===== src/rtl/fetch_unit_if.sv =====
// Instruction-memory request/response bus between the fetch unit and imem.
// imemData is valid in the same cycle that imemReady acknowledges imemReq.
interface fetch_unit_if;
    logic        imemReq;
    logic [31:0] imemAddr;
    logic        imemReady;
    logic [31:0] imemData;

    modport master (
        output imemReq,
        output imemAddr,
        input  imemReady,
        input  imemData
    );

    modport slave (
        input  imemReq,
        input  imemAddr,
        output imemReady,
        output imemData
    );
endinterface


===== src/rtl/fetch_unit.sv =====
// Single-issue instruction fetch: request a word, hold it until committed,
// then advance the PC or trap on a misaligned next PC.
module fetch_unit #(
    parameter logic [31:0] RESET_PC = 32'h0000_0000
) (
    input  logic                clk,
    input  logic                reset,
    input  logic                stall,
    input  logic                branch,
    input  logic                forceJump,
    input  logic                zero,
    input  logic [31:0]         target,
    fetch_unit_if.master        imem,
    output logic [31:0]         instr,
    output logic [6:0]          opCode,
    output logic                instrValid,
    output logic [31:0]         pc,
    output logic [31:0]         pcPlus4,
    output logic                misaligned,
    output logic [31:0]         instrCount
);

    localparam logic [31:0] NOP = 32'h0000_0013;

    typedef enum logic [1:0] {
        S_REQ  = 2'd0,
        S_HOLD = 2'd1,
        S_TRAP = 2'd2
    } state_t;

    state_t      state;
    state_t      state_next;
    logic        commit;
    logic        take;
    logic        next_aligned;
    logic [31:0] next_pc;

    assign pcPlus4       = pc + 32'd4;
    assign opCode        = instr[6:0];
    assign imem.imemAddr = pc;

    // Redirect only on a committed jump or a taken branch; sums wrap silently.
    assign take         = forceJump | (branch & zero);
    assign next_pc      = take ? target : pcPlus4;
    assign next_aligned = (next_pc[1:0] == 2'b00);

    // NOTE: sequential state uses non-blocking assignments so every register
    // samples pre-edge values; blocking here would create order-dependent races.
    always_ff @(posedge clk) begin
        if (reset) begin
            state <= S_REQ;
        end else begin
            state <= state_next;
        end
    end

    // Outputs depend only on the registered state, never on imemReady or stall.
    always_comb begin
        // NOTE: every signal gets a default before the case so no path leaves
        // it unassigned, which would otherwise infer a latch.
        state_next      = state;
        imem.imemReq    = 1'b0;
        instrValid      = 1'b0;
        misaligned      = 1'b0;
        commit          = 1'b0;
        case (state)
            S_REQ: begin
                imem.imemReq = 1'b1;
                if (imem.imemReady) begin
                    state_next = S_HOLD;
                end
            end
            S_HOLD: begin
                instrValid = 1'b1;
                if (!stall) begin
                    commit     = 1'b1;
                    state_next = next_aligned ? S_REQ : S_TRAP;
                end
            end
            S_TRAP: begin
                misaligned = 1'b1;
            end
            default: begin
                state_next = S_REQ;
            end
        endcase
    end

    always_ff @(posedge clk) begin
        if (reset) begin
            pc         <= RESET_PC;
            instr      <= NOP;
            instrCount <= 32'd0;
        end else begin
            if (state == S_REQ && imem.imemReady) begin
                instr <= imem.imemData;
            end
            if (commit) begin
                instrCount <= instrCount + 32'd1;
                // A misaligned target is counted but never becomes the PC.
                if (next_aligned) begin
                    pc <= next_pc;
                end
            end
        end
    end

endmodule


===== src/flat_wrapper.sv =====
// flat-port wrapper written by rule: the top's interface ports become plain ports
module fetch_unit_flat 
#(
    parameter logic [31:0] RESET_PC = 32'h0000_0000
)
  (clk, reset, stall, branch, forceJump, zero, target, instr, opCode, instrValid, pc, pcPlus4, misaligned, instrCount, imem_imemReq, imem_imemAddr, imem_imemReady, imem_imemData);
  fetch_unit_if imem_i ();
  input  logic clk;
  input  logic reset;
  input  logic stall;
  input  logic branch;
  input  logic forceJump;
  input  logic zero;
  input  logic [31:0] target;
  output logic [31:0] instr;
  output logic [6:0] opCode;
  output logic instrValid;
  output logic [31:0] pc;
  output logic [31:0] pcPlus4;
  output logic misaligned;
  output logic [31:0] instrCount;
  output wire logic [$bits(imem_i.imemReq)-1:0] imem_imemReq;
  output wire logic [$bits(imem_i.imemAddr)-1:0] imem_imemAddr;
  input wire logic [$bits(imem_i.imemReady)-1:0] imem_imemReady;
  input wire logic [$bits(imem_i.imemData)-1:0] imem_imemData;
  assign imem_imemReq = imem_i.imemReq;
  assign imem_imemAddr = imem_i.imemAddr;
  assign imem_i.imemReady = imem_imemReady;
  assign imem_i.imemData = imem_imemData;
  fetch_unit #(.RESET_PC(RESET_PC)) u_core (.clk(clk), .reset(reset), .stall(stall), .branch(branch), .forceJump(forceJump), .zero(zero), .target(target), .imem(imem_i), .instr(instr), .opCode(opCode), .instrValid(instrValid), .pc(pc), .pcPlus4(pcPlus4), .misaligned(misaligned), .instrCount(instrCount));
endmodule

===== config.mk =====
export PLATFORM = sky130hd
export DESIGN_NAME = fetch_unit_flat
export DESIGN_NICKNAME = d
export VERILOG_FILES = /design/src/rtl/fetch_unit_if.sv /design/src/rtl/fetch_unit.sv /design/src/flat_wrapper.sv
export SDC_FILE = /design/constraint.sdc
export NUM_CORES = 1
export LEC_CHECK = 0
export CAP_MARGIN = 20
export CORE_AREA = 2 2 120 122
export CTS_CLUSTER_DIAMETER = 80
export DETAILED_ROUTE_END_ITERATION = 12
export DIE_AREA = 0 0 122 124
export GPL_TIMING_DRIVEN = 0
export PLACE_DENSITY = 0.83
export SLEW_MARGIN = 40
export SYNTH_ARGS = -nofsm -noshare
export SYNTH_HDL_FRONTEND = slang
export SYNTH_SLANG_ARGS = --single-unit

===== constraint.sdc =====
create_clock -name clk -period 3.1 [get_ports clk]
set_clock_uncertainty 0.2 [all_clocks]
set_input_delay 0.62 -clock clk [delete_from_list [all_inputs] [get_ports clk]]
set_output_delay 0.62 -clock clk [all_outputs]
set_load 0.02 [all_outputs]

==> impl_metrics.xml, run 1 <==
<?xml version="1.0" encoding="UTF-8"?>
<metrics>
  <group name="die">
    <metric name="effective_utilization_at_floorplan" unit="%">39.4</metric>
    <metric name="ios" unit="">241</metric>
    <metric name="floorplan.core_area" unit="um^2">13700</metric>
    <metric name="floorplan.rows" unit="">43</metric>
    <metric name="fp.dieArea" unit="um^2">15100</metric>
    <metric name="height_of_the_die" unit="um">124</metric>
    <metric name="floorplan.die.width" unit="um">122</metric>
  </group>
  <group name="drt">
    <metric name="remaining_drc_errors" unit="">0</metric>
    <metric name="routed_wire_length_per_instance" unit="um">16.9</metric>
    <metric name="total_via_count_in_the_routed_design" unit="">6136</metric>
    <metric name="ant_nets" unit="">0</metric>
    <metric name="drtIter0Drc" unit="">606</metric>
    <metric name="finalWirelength" unit="um">19000</metric>
    <metric name="drt_pre_antenna_iters" unit="">5</metric>
    <metric name="via_per_inst" unit="">5.44</metric>
  </group>
  <group name="setup_path">
    <metric name="worst-r2r-cell-count" unit="">7</metric>
    <metric name="setup.reg_to_reg.worst_slack" unit="ns">0.79</metric>
    <metric name="setup.worst_path.end" unit="">pcPlus4[16]</metric>
    <metric name="critPathRequiredTime" unit="ns">2.28</metric>
    <metric name="crit_type" unit="">register to output pin</metric>
    <metric name="worst_ep_arrival_time" unit="ns">2.23</metric>
    <metric name="worst_r2r_endpoint" unit="">u_core.imem.imemAddr[30]$_SDFFE_PP0P_</metric>
    <metric name="critical_path_peak_fanout" unit="">7</metric>
    <metric name="startpoint" unit="">u_core.imem.imemAddr[3]$_SDFFE_PP0P_</metric>
    <metric name="setup.worst_path.end_class" unit="">output pin</metric>
    <metric name="critical_path.startpoint_type" unit="">register</metric>
    <metric name="worst_r2r_startpoint" unit="">u_core.imem.imemAddr[16]$_SDFFE_PP0P_</metric>
  </group>
  <group name="grt">
    <metric name="grt_pass1_wl" unit="um">29000</metric>
    <metric name="grt_start_max_net_pins" unit="">18</metric>
    <metric name="grtUsageTotal" unit="%">24.4</metric>
    <metric name="vias_in_the_first_global_route" unit="">5733</metric>
    <metric name="grt.overflow.total" unit="">0</metric>
    <metric name="antenna_found_initial" unit="">0</metric>
  </group>
  <group name="synthesis">
    <metric name="postSynth.asyncResetShare" unit="%">0</metric>
    <metric name="synth.yosys.seq_area_share" unit="%">36.3</metric>
    <metric name="syn-mean-instance-area" unit="um^2">8.02</metric>
    <metric name="synth_unique_cells" unit="">58</metric>
    <metric name="postSynthCellCount" unit="">675</metric>
    <metric name="synth_flop_cell" unit="">dfxtp_1</metric>
    <metric name="post-synth-top-area-fraction" unit="%">36.3</metric>
    <metric name="synth_area" unit="um^2">5410</metric>
    <metric name="synth_area_leaders" unit="">dfxtp_1 36%, nand2_1 6.7%, xnor2_1 6.2%</metric>
    <metric name="synth_warnings" unit="">0</metric>
    <metric name="postSynthRegisterBits" unit="">98</metric>
    <metric name="mappedNetlistNets" unit="">748</metric>
    <metric name="synth_edf_count" unit="">0</metric>
    <metric name="yosysTopAreaCell" unit="">dfxtp_1</metric>
  </group>
  <group name="layout">
    <metric name="filler_cell_count" unit="">1158</metric>
    <metric name="antenna_cells_inserted" unit="">0</metric>
    <metric name="fin_cells" unit="">1127</metric>
    <metric name="post_route_cells_drive_above_1_share" unit="%">15.4</metric>
    <metric name="post_route_design_area" unit="um^2">8590</metric>
    <metric name="final_net_count" unit="">1015</metric>
    <metric name="synthToLayoutAreaGrowth" unit="%">58.8</metric>
  </group>
  <group name="clock_tree">
    <metric name="cts_max_level" unit="">3</metric>
    <metric name="clock_tree.root_cell" unit="">clkbuf_16</metric>
    <metric name="postCtsHoldBufs" unit="">0</metric>
    <metric name="cts.clk_slew.worst_paths" unit="ns">0.07</metric>
    <metric name="insertion_delay" unit="ns">0.35</metric>
    <metric name="clock_tree_from_tritoncts" unit="">yes</metric>
    <metric name="max-clock-path-buffers" unit="">2</metric>
    <metric name="total_clock_buffers_created_by_cts" unit="">9</metric>
    <metric name="clock_sinks" unit="">98</metric>
  </group>
  <group name="sta">
    <metric name="worstMarginPinSlew" unit="ns">0.747</metric>
    <metric name="whs" unit="ns">0.253</metric>
    <metric name="clock.fmax" unit="MHz">328</metric>
    <metric name="slew_violations" unit="">0</metric>
    <metric name="finalCriticalPeriod" unit="ns">3.05</metric>
    <metric name="final_worst_path_period_share" unit="%">98.3</metric>
    <metric name="worst_slew_margin_rel" unit="%">50.2</metric>
    <metric name="setup_violations" unit="">0</metric>
    <metric name="grt_setup_unrepaired" unit="">true</metric>
    <metric name="hold_viol" unit="">0</metric>
  </group>
  <group name="outcome">
    <metric name="run_status" unit="">completed</metric>
  </group>
  <group name="place">
    <metric name="detailedPlacementHpwl" unit="um">14100</metric>
    <metric name="numPlacedInstances" unit="">1094</metric>
    <metric name="post_dp_cell_area" unit="um^2">8030</metric>
    <metric name="place_congestion" unit="">0.936</metric>
    <metric name="portBuffers" unit="">239</metric>
  </group>
  <group name="pwr">
    <metric name="power" unit="uW">3040</metric>
    <metric name="power.ir.vdd_worst" unit="V">0.000309</metric>
    <metric name="power.leakage" unit="uW">0.00327</metric>
    <metric name="power_density" unit="nW/um^2">354</metric>
  </group>
  <group name="min_path">
    <metric name="hold_path.class" unit="">register to register</metric>
  </group>
  <group name="run">
    <metric name="maxCapViolCount" unit="">0</metric>
  </group>
</metrics>
stage by stage:
stage	setup TNS, ns	util, %	setup WS, ns
3_5_place_dp	-2.19	58.5	-0.330
3_3_place_gp	-1.83	58.5	-0.293
5_1_grt	-0.230	62.6	-0.0795
4_1_cts	0	61.7	0.00207
2_1_floorplan	0	-	0.353
6_report	0	62.6	0.0513
logic make-up after synthesis:
logic type	Yosys count	synth area share (%)
and+or+nand+nor	289	28.8
AOI/OAI and AO/OA	127	15.1
buffers and inverters	104	10.4
DFF	98	36.3
xor gates and xnor gates	53	8.58
muxes	2	0.393
adders and majority gates	2	0.462
registers in the layout (all words and copies together) (netlist names):
name	flops
u_core.instrCount	32
u_core.instr	32
u_core.state	2
u_core.imem.imemAddr	32
critical path: stages, from the launching register on:
cell and delay (ns):
dfxtp_2 0.42, ha_4 0.21, and3_2 0.24, nand4_1 0.21
buf_4 0.21, buf_4 0.13, xnor2_1 0.12, dlygate4sd2_1 0.35
repair_timing:
| action | CTS | global route |
|---|---|---|
| endpoints found under the setup margin | 24 | 18 |
| pin swaps | 4 | 6 |
| endpoints found under the hold margin | 0 | 0 |
| setup buffers | 8 | 9 |
| gates resized for setup | 65 | 30 |
Yosys cell counts (3+ instances only):
master     instances
nand3_1           33
o22ai_1            4
or3_1              5
a21oi_1           57
nor4_4             3
a31oi_1            3
and3_1            10
or4_1              5
a22o_1             7
a21o_1             3
clkbuf_1          28
nor2b_1            3
o21a_1             4
buf_2             12
o31ai_1            8
a2bb2oi_1          4
a32o_1             3
nor2_1            60
xnor2_1           38
nor3_1            16
nand4_4            4
nor4_2             4
inv_1             20
nand4_1           15
and2_1             6
and4_1             7
o21ai_0           11
nor4_1             8
a22oi_1            5
o32ai_1            8
buf_4             41
nand2_1           97
dfxtp_1           98
xor2_1            15
power by group:
part	internal [uW]	switching, uW	total [uW]	leakage [uW]
Clock	634	522	1160	0.000146
Sequential	1300	39.7	1340	0.000803
Combinational	267	279	547	0.00233
layout make-up:
cell class | count | area (um^2) | area share, %
clock inverter | 7 | 77.6 | 0.903
clock buffer | 9 | 225 | 2.62
buffer | 84 | 508 | 5.91
inverter | 20 | 75.1 | 0.874
sequential | 98 | 1980 | 23.1
tap | 180 | 225 | 2.62
multi-input combinational | 473 | 3010 | 35.0
timing repair buffer | 256 | 2480 | 28.9
metal layers:
layer	GRT usage (%)	routed length (um)	up-vias
met5	0	0	-
met4	12.9	739	0
met3	6.46	1880	58
met2	41.0	8880	354
met1	28.6	7510	2843
li1	-	-	2881
cell usage in the layout, fill, tap and decap left out, drive strengths merged, types with 5 or more instances in the layout:
cell type | synthesis | layout
a22o | 7 | 7
nor3 | 17 | 17
inv | 20 | 22
nand4 | 21 | 21
nor4 | 15 | 15
clkdlybuf4s50 | 0 | 217
nand3 | 34 | 34
and4 | 9 | 9
xor2 | 15 | 15
a21oi | 57 | 57
nand2 | 97 | 97
o31ai | 8 | 8
and2 | 6 | 6
or3 | 5 | 5
and3 | 10 | 10
dfxtp | 98 | 98
or4 | 6 | 6
nor2 | 60 | 60
xnor2 | 38 | 38
a22oi | 5 | 5
dlygate4sd2 | 0 | 12
clkbuf | 29 | 39
o32ai | 8 | 8
buf | 55 | 76
o21ai | 11 | 11
worst min path at each step:
stage	from	endpoint	slack, ns	cells past startpoint
floorplan	u_core.instr[10]$_SDFFE_PP0P_	u_core.instr[10]$_SDFFE_PP0P_	0.33	2
global placement	u_core.instr[21]$_SDFFE_PP0P_	u_core.instr[21]$_SDFFE_PP0P_	0.24	2
detailed placement	u_core.instr[11]$_SDFFE_PP0P_	u_core.instr[11]$_SDFFE_PP0P_	0.25	2
CTS	u_core.instr[11]$_SDFFE_PP0P_	u_core.instr[11]$_SDFFE_PP0P_	0.25	2
global route	u_core.instr[21]$_SDFFE_PP0P_	u_core.instr[21]$_SDFFE_PP0P_	0.27	2
finish	u_core.instr[28]$_SDFFE_PP0P_	u_core.instr[28]$_SDFFE_PP0P_	0.25	2
Power figures use the tool's default switching activity.
==> inputs of run 2 (changes only) <==
Settings changed: CORE_AREA 2 2 120 122 to 2 2 113 115, DIE_AREA 0 0 122 124 to 0 0 115 117, GPL_ROUTABILITY_DRIVEN set to 0, PLACE_DENSITY 0.83 to 0.91.
==> impl_metrics.xml, run 2 (synthesis results as in run 1) <==
<?xml version="1.0" encoding="UTF-8"?>
<metrics>
  <group name="setup_path">
    <metric name="critical_path_buf_inv_count" unit="">2</metric>
    <metric name="critPathRequiredTime" unit="ns">2.28</metric>
    <metric name="slowest_stage" unit="">dfxtp_1</metric>
    <metric name="worst_r2r_startpoint" unit="">u_core.imem.imemAddr[1]$_SDFFE_PP0P_</metric>
    <metric name="worst_ep_arrival_time" unit="ns">2.25</metric>
    <metric name="critical_path.startpoint_type" unit="">register</metric>
    <metric name="delay_of_the_slowest_critical_path_stage" unit="ns">0.38</metric>
    <metric name="critical_path.cell_chain" unit="">clkbuf_4 -&gt; and4_2 -&gt; nand4_4 -&gt; nor3_4 -&gt; xnor2_1 -&gt; dlygate4sd2_1</metric>
    <metric name="startpoint" unit="">u_core.imem.imemAddr[11]$_SDFFE_PP0P_</metric>
    <metric name="critical_path_peak_fanout" unit="">7</metric>
    <metric name="setup.worst_path.end_class" unit="">output pin</metric>
    <metric name="crit_type" unit="">register to output pin</metric>
    <metric name="worst_path_dominant_cell_family" unit="">simple AND/OR/NAND/NOR gates</metric>
  </group>
  <group name="layout">
    <metric name="post_route_cells_drive_above_1_share" unit="%">15.7</metric>
    <metric name="layout.cells.most_common_list" unit="">217 x clkdlybuf4s50_1, 96 x nand2_1, 84 x dfxtp_1</metric>
    <metric name="fin_cells" unit="">1092</metric>
    <metric name="antenna_cells_inserted" unit="">0</metric>
    <metric name="final_net_count" unit="">1010</metric>
    <metric name="most_frequent_standard_cell_in_the_layout_excluding_fill_and_tap_cells" unit="">clkdlybuf4s50_1</metric>
    <metric name="synthToLayoutAreaGrowth" unit="%">58.1</metric>
  </group>
  <group name="die">
    <metric name="floorplan.rows" unit="">41</metric>
    <metric name="floorplan.die.width" unit="um">115</metric>
    <metric name="fp.dieArea" unit="um^2">13500</metric>
    <metric name="floorplan.core_area" unit="um^2">12300</metric>
    <metric name="effective_utilization_at_floorplan" unit="%">43.9</metric>
    <metric name="height_of_the_die" unit="um">117</metric>
    <metric name="ios" unit="">241</metric>
  </group>
  <group name="drt">
    <metric name="remaining_drc_errors" unit="">0</metric>
    <metric name="finalWirelength" unit="um">19500</metric>
    <metric name="ant_nets" unit="">0</metric>
    <metric name="drt_pre_antenna_iters" unit="">7</metric>
    <metric name="total_via_count_in_the_routed_design" unit="">6187</metric>
    <metric name="routed_wire_length_per_instance" unit="um">17.9</metric>
    <metric name="via_per_inst" unit="">5.67</metric>
    <metric name="drtIter0Drc" unit="">536</metric>
  </group>
  <group name="pwr">
    <metric name="power" unit="uW">3010</metric>
    <metric name="power.leakage" unit="uW">0.00326</metric>
    <metric name="power.ir.vdd_worst" unit="V">0.000244</metric>
    <metric name="power_density" unit="nW/um^2">352</metric>
  </group>
  <group name="grt">
    <metric name="grt.overflow.total" unit="">0</metric>
    <metric name="vias_in_the_first_global_route" unit="">5828</metric>
    <metric name="antenna_found_initial" unit="">0</metric>
    <metric name="grt_start_max_net_pins" unit="">19</metric>
    <metric name="grtUsageTotal" unit="%">27.9</metric>
    <metric name="grt_pass1_wl" unit="um">29700</metric>
  </group>
  <group name="sta">
    <metric name="worstMarginPinSlew" unit="ns">0.740</metric>
    <metric name="worst_slew_margin_rel" unit="%">50.6</metric>
    <metric name="finalCriticalPeriod" unit="ns">3.07</metric>
    <metric name="final_worst_path_period_share" unit="%">98.9</metric>
    <metric name="clock.fmax" unit="MHz">326</metric>
    <metric name="setup_violations" unit="">0</metric>
    <metric name="hold_viol" unit="">0</metric>
    <metric name="slew_violations" unit="">0</metric>
  </group>
  <group name="run">
    <metric name="maxCapViolCount" unit="">0</metric>
  </group>
  <group name="clock_tree">
    <metric name="cts.clk_slew.worst_paths" unit="ns">0.07</metric>
    <metric name="clock_sinks" unit="">98</metric>
    <metric name="max-clock-path-buffers" unit="">2</metric>
    <metric name="clock_tree_from_tritoncts" unit="">yes</metric>
    <metric name="clock_tree.root_cell" unit="">clkbuf_16</metric>
    <metric name="postCtsHoldBufs" unit="">0</metric>
    <metric name="insertion_delay" unit="ns">0.34</metric>
    <metric name="cts_max_level" unit="">3</metric>
    <metric name="total_clock_buffers_created_by_cts" unit="">9</metric>
  </group>
  <group name="min_path">
    <metric name="hold_path_startpoint" unit="">u_core.instr[30]$_SDFFE_PP0P_</metric>
    <metric name="hold_path.class" unit="">register to register</metric>
  </group>
  <group name="place">
    <metric name="numPlacedInstances" unit="">1064</metric>
    <metric name="detailedPlacementHpwl" unit="um">14200</metric>
    <metric name="portBuffers" unit="">239</metric>
  </group>
  <group name="outcome">
    <metric name="run_status" unit="">completed</metric>
  </group>
</metrics>
[run 2: layout make-up]
cell class | instances | area, um^2
Fill cell | 966 | 3760
Multi-Input combinational cell | 473 | 3040
Timing Repair Buffer | 251 | 2460
Sequential cell | 98 | 1990
Buffer | 84 | 508
Clock buffer | 10 | 239
Tap cell | 150 | 188
Inverter | 20 | 75.1
Clock inverter | 6 | 55.1
[run 2: layer usage]
layer | vias to the layer above | routed length [um] | GRT usage (%)
li1 | 2848 | - | -
met1 | 2848 | 7230 | 31.9
met2 | 415 | 9330 | 48.8
met3 | 76 | 2140 | 7.78
met4 | 0 | 796 | 12.7
met5 | - | 0 | 0
[run 2: worst reg2reg max path, delay by kind of cell, from the launching register on]
family	cells	cell delay (ns)
AOI/OAI and AO/OA	1	0.26
and+or+nand+nor	3	0.52
muxes	1	0.32
buffers and inverters	1	0.51
DFF	1	0.46
[run 2: report_power, final]
part / total [uW] / switching, uW / internal, uW
Clock: 1120 / 537 / 585
Sequential: 1340 / 39.6 / 1300
Combinational: 552 / 284 / 267
[run 2: what timing repair did]
action / in CTS / in global routing
setup buffers: 5 / 7
endpoints found under the setup margin: 25 / 18
pin swaps: 3 / 3
resized for setup: 62 / 46
[run 2: path summary, 6_finish.rpt]
check	endpoint	slack, ns	cells after the start
worst max register to register	u_core.imem.imemAddr[28]$_SDFFE_PP0P_	0.74	6
worst max-delay path	pcPlus4[19]	0.03	6
worst min register to register	u_core.instr[30]$_SDFFE_PP0P_	0.25	2
worst min-delay path	u_core.instr[30]$_SDFFE_PP0P_	0.25	2
[run 2: metrics by stage]
stage                     setup slack (ns)  util, %  hold WS [ns]  instance area, um^2  setup TNS, ns
final                               0.0330     69.5         0.254                 8550              0
after global routing               -0.0451     69.5         0.268                 8550        -0.0916
after CTS                          -0.0916     68.5         0.256                 8430         -0.136
after detailed placement            -0.349     64.9         0.247                 7990          -2.50
after global placement              -0.294     64.9         0.241                 7990          -1.94
after floorplan                      0.353        -         0.335                 5410              0
==> inputs of run 3 (changes only) <==
Settings changed: SKIP_LAST_GASP set to 1.
==> impl_metrics.xml, run 3 (synthesis results as in run 1) <==
<?xml version="1.0" encoding="UTF-8"?>
<metrics>
  <group name="layout">
    <metric name="most_frequent_standard_cell_in_the_layout_excluding_fill_and_tap_cells" unit="">clkdlybuf4s50_1</metric>
    <metric name="layout.cells.most_common_list" unit="">217 x clkdlybuf4s50_1, 96 x nand2_1, 84 x dfxtp_1</metric>
    <metric name="post_route_cells_drive_above_1_share" unit="%">15.8</metric>
    <metric name="seqCellArea" unit="um^2">1990</metric>
    <metric name="final_net_count" unit="">1010</metric>
    <metric name="synthToLayoutAreaGrowth" unit="%">58.0</metric>
    <metric name="filler_cell_count" unit="">968</metric>
    <metric name="fin_cells" unit="">1092</metric>
    <metric name="multiInputGateArea" unit="um^2">3030</metric>
    <metric name="antenna_cells_inserted" unit="">0</metric>
  </group>
  <group name="clock_tree">
    <metric name="insertion_delay" unit="ns">0.34</metric>
    <metric name="max-clock-path-buffers" unit="">2</metric>
    <metric name="clock_tree.root_cell" unit="">clkbuf_16</metric>
    <metric name="cts_max_level" unit="">3</metric>
    <metric name="cts.clk_slew.worst_paths" unit="ns">0.08</metric>
    <metric name="clock_sinks" unit="">98</metric>
    <metric name="postCtsHoldBufs" unit="">0</metric>
    <metric name="total_clock_buffers_created_by_cts" unit="">9</metric>
    <metric name="clock_tree_from_tritoncts" unit="">yes</metric>
  </group>
  <group name="drt">
    <metric name="routed_wire_length_per_instance" unit="um">18.0</metric>
    <metric name="total_via_count_in_the_routed_design" unit="">6193</metric>
    <metric name="drtIter0Drc" unit="">548</metric>
    <metric name="drt_pre_antenna_iters" unit="">6</metric>
    <metric name="finalWirelength" unit="um">19700</metric>
    <metric name="via_per_inst" unit="">5.67</metric>
    <metric name="ant_nets" unit="">0</metric>
    <metric name="remaining_drc_errors" unit="">0</metric>
  </group>
  <group name="grt">
    <metric name="grt_pass1_wl" unit="um">29700</metric>
    <metric name="grt_start_max_net_pins" unit="">19</metric>
    <metric name="vias_in_the_first_global_route" unit="">5812</metric>
    <metric name="grtUsageTotal" unit="%">27.9</metric>
    <metric name="antenna_found_initial" unit="">0</metric>
    <metric name="grt.overflow.total" unit="">0</metric>
  </group>
  <group name="setup_path">
    <metric name="critical_path_peak_fanout" unit="">8</metric>
    <metric name="critical_path.startpoint_type" unit="">register</metric>
    <metric name="worst_r2r_endpoint" unit="">u_core.imem.imemAddr[22]$_SDFFE_PP0P_</metric>
    <metric name="setup.reg_to_reg.worst_slack" unit="ns">0.71</metric>
    <metric name="worst-r2r-cell-count" unit="">6</metric>
    <metric name="worst_ep_arrival_time" unit="ns">2.26</metric>
    <metric name="crit_type" unit="">register to output pin</metric>
    <metric name="worst_r2r_startpoint" unit="">u_core.imem.imemAddr[1]$_SDFFE_PP0P_</metric>
    <metric name="critPathRequiredTime" unit="ns">2.28</metric>
    <metric name="setup.worst_path.end_class" unit="">output pin</metric>
  </group>
  <group name="place">
    <metric name="detailedPlacementHpwl" unit="um">14200</metric>
    <metric name="numPlacedInstances" unit="">1064</metric>
    <metric name="portBuffers" unit="">239</metric>
  </group>
  <group name="die">
    <metric name="effective_utilization_at_floorplan" unit="%">43.9</metric>
    <metric name="ios" unit="">241</metric>
    <metric name="floorplan.die.width" unit="um">115</metric>
    <metric name="floorplan.rows" unit="">41</metric>
    <metric name="fp.dieArea" unit="um^2">13500</metric>
    <metric name="floorplan.core_area" unit="um^2">12300</metric>
    <metric name="height_of_the_die" unit="um">117</metric>
  </group>
  <group name="sta">
    <metric name="final_worst_path_period_share" unit="%">99.3</metric>
    <metric name="finalCriticalPeriod" unit="ns">3.08</metric>
    <metric name="worst_slew_margin_rel" unit="%">50.9</metric>
    <metric name="clock.fmax" unit="MHz">325</metric>
    <metric name="slew_violations" unit="">0</metric>
    <metric name="hold_viol" unit="">0</metric>
    <metric name="worstMarginPinSlew" unit="ns">0.737</metric>
    <metric name="setup_violations" unit="">0</metric>
  </group>
  <group name="pwr">
    <metric name="power" unit="uW">3010</metric>
    <metric name="power.leakage" unit="uW">0.00326</metric>
    <metric name="power_density" unit="nW/um^2">353</metric>
    <metric name="power.ir.vdd_worst" unit="V">0.000244</metric>
  </group>
  <group name="min_path">
    <metric name="hold_path.class" unit="">register to register</metric>
    <metric name="hold_path_startpoint" unit="">u_core.instr[30]$_SDFFE_PP0P_</metric>
    <metric name="hold_end" unit="">u_core.instr[30]$_SDFFE_PP0P_</metric>
    <metric name="holdPathStages" unit="">2</metric>
  </group>
  <group name="run">
    <metric name="maxCapViolCount" unit="">0</metric>
  </group>
  <group name="outcome">
    <metric name="run_status" unit="">completed</metric>
  </group>
</metrics>
==> run 3: cell count changes in the layout (fill, tap and decap cells not counted) <==
cell,before,now
buf_4,54,55
clkbuf_1,28,27
clkdlybuf4s15_1,1,0
dlygate4sd2_1,9,10
nand4_2,1,2
nand4_4,5,4
==> run 3: layout make-up <==
type	count	share of cell area (%)
multi-input combinational	473	35.5
timing repair buffer	252	28.8
sequential	98	23.3
buffer	83	5.90
clock buffer	10	2.80
tap	150	2.20
inverter	20	0.878
clock inverter	6	0.644
==> run 3: layer usage <==
layer  vias up  share of wire [%]  global-route usage [%]  wire, um
met4         0                3.5                    12.5       688
met2       421                 49                    48.8      9590
met3        72                 11                    7.83      2120
met1      2849                 37                    31.8      7270
met5         -                  0                       0         0
li1       2851                  -                       -         -
==> run 3: metrics by stage <==
| step | TNS, ns | cell area [um^2] | utilization (%) | setup WS, ns | hold WS [ns] |
|---|---|---|---|---|---|
| floorplan | 0 | 5410 | - | 0.353 | 0.335 |
| global placement | -1.94 | 7990 | 64.9 | -0.294 | 0.241 |
| detailed placement | -2.50 | 7990 | 64.9 | -0.349 | 0.247 |
| CTS | -0.211 | 8430 | 68.5 | -0.106 | 0.256 |
| global route | -0.0566 | 8550 | 69.4 | -0.0361 | 0.268 |
| finish | 0 | 8550 | 69.4 | 0.0211 | 0.254 |
==> run 3: worst max-delay path, cell delays in order (launching register included) <==
cell             delay, ns
dfxtp_4               0.38
buf_6                 0.13
nand4_4               0.13
nor4_4                0.40
nand2_2               0.16
nor2_2                0.22
xor2_2                0.21
clkdlybuf4s15_2       0.29
==> run 3: timing repair <==
item | CTS | global route
gates resized for setup | 60 | 47
pin swaps | 3 | 3
cloned | 0 | 0
setup endpoints to repair | 25 | 18
setup buffers | 5 | 8
==> run 3: power breakdown <==
part / total, uW / internal, uW / switching [uW]
Clock: 1130 / 585 / 540
Sequential: 1340 / 1300 / 40.2
Combinational: 551 / 267 / 284
==> run 3: worst max-delay path by stage <==
stage                       end  cells past startpoint                                  start
global placement    pcPlus4[24]                      7   u_core.imem.imemAddr[5]$_SDFFE_PP0P_
global route        pcPlus4[24]                      7  u_core.imem.imemAddr[11]$_SDFFE_PP0P_
CTS                 pcPlus4[24]                      7  u_core.imem.imemAddr[11]$_SDFFE_PP0P_
finish              pcPlus4[24]                      7   u_core.imem.imemAddr[5]$_SDFFE_PP0P_
floorplan           pcPlus4[24]                      6  u_core.imem.imemAddr[11]$_SDFFE_PP0P_
detailed placement  pcPlus4[31]                      6   u_core.imem.imemAddr[4]$_SDFFE_PP0P_
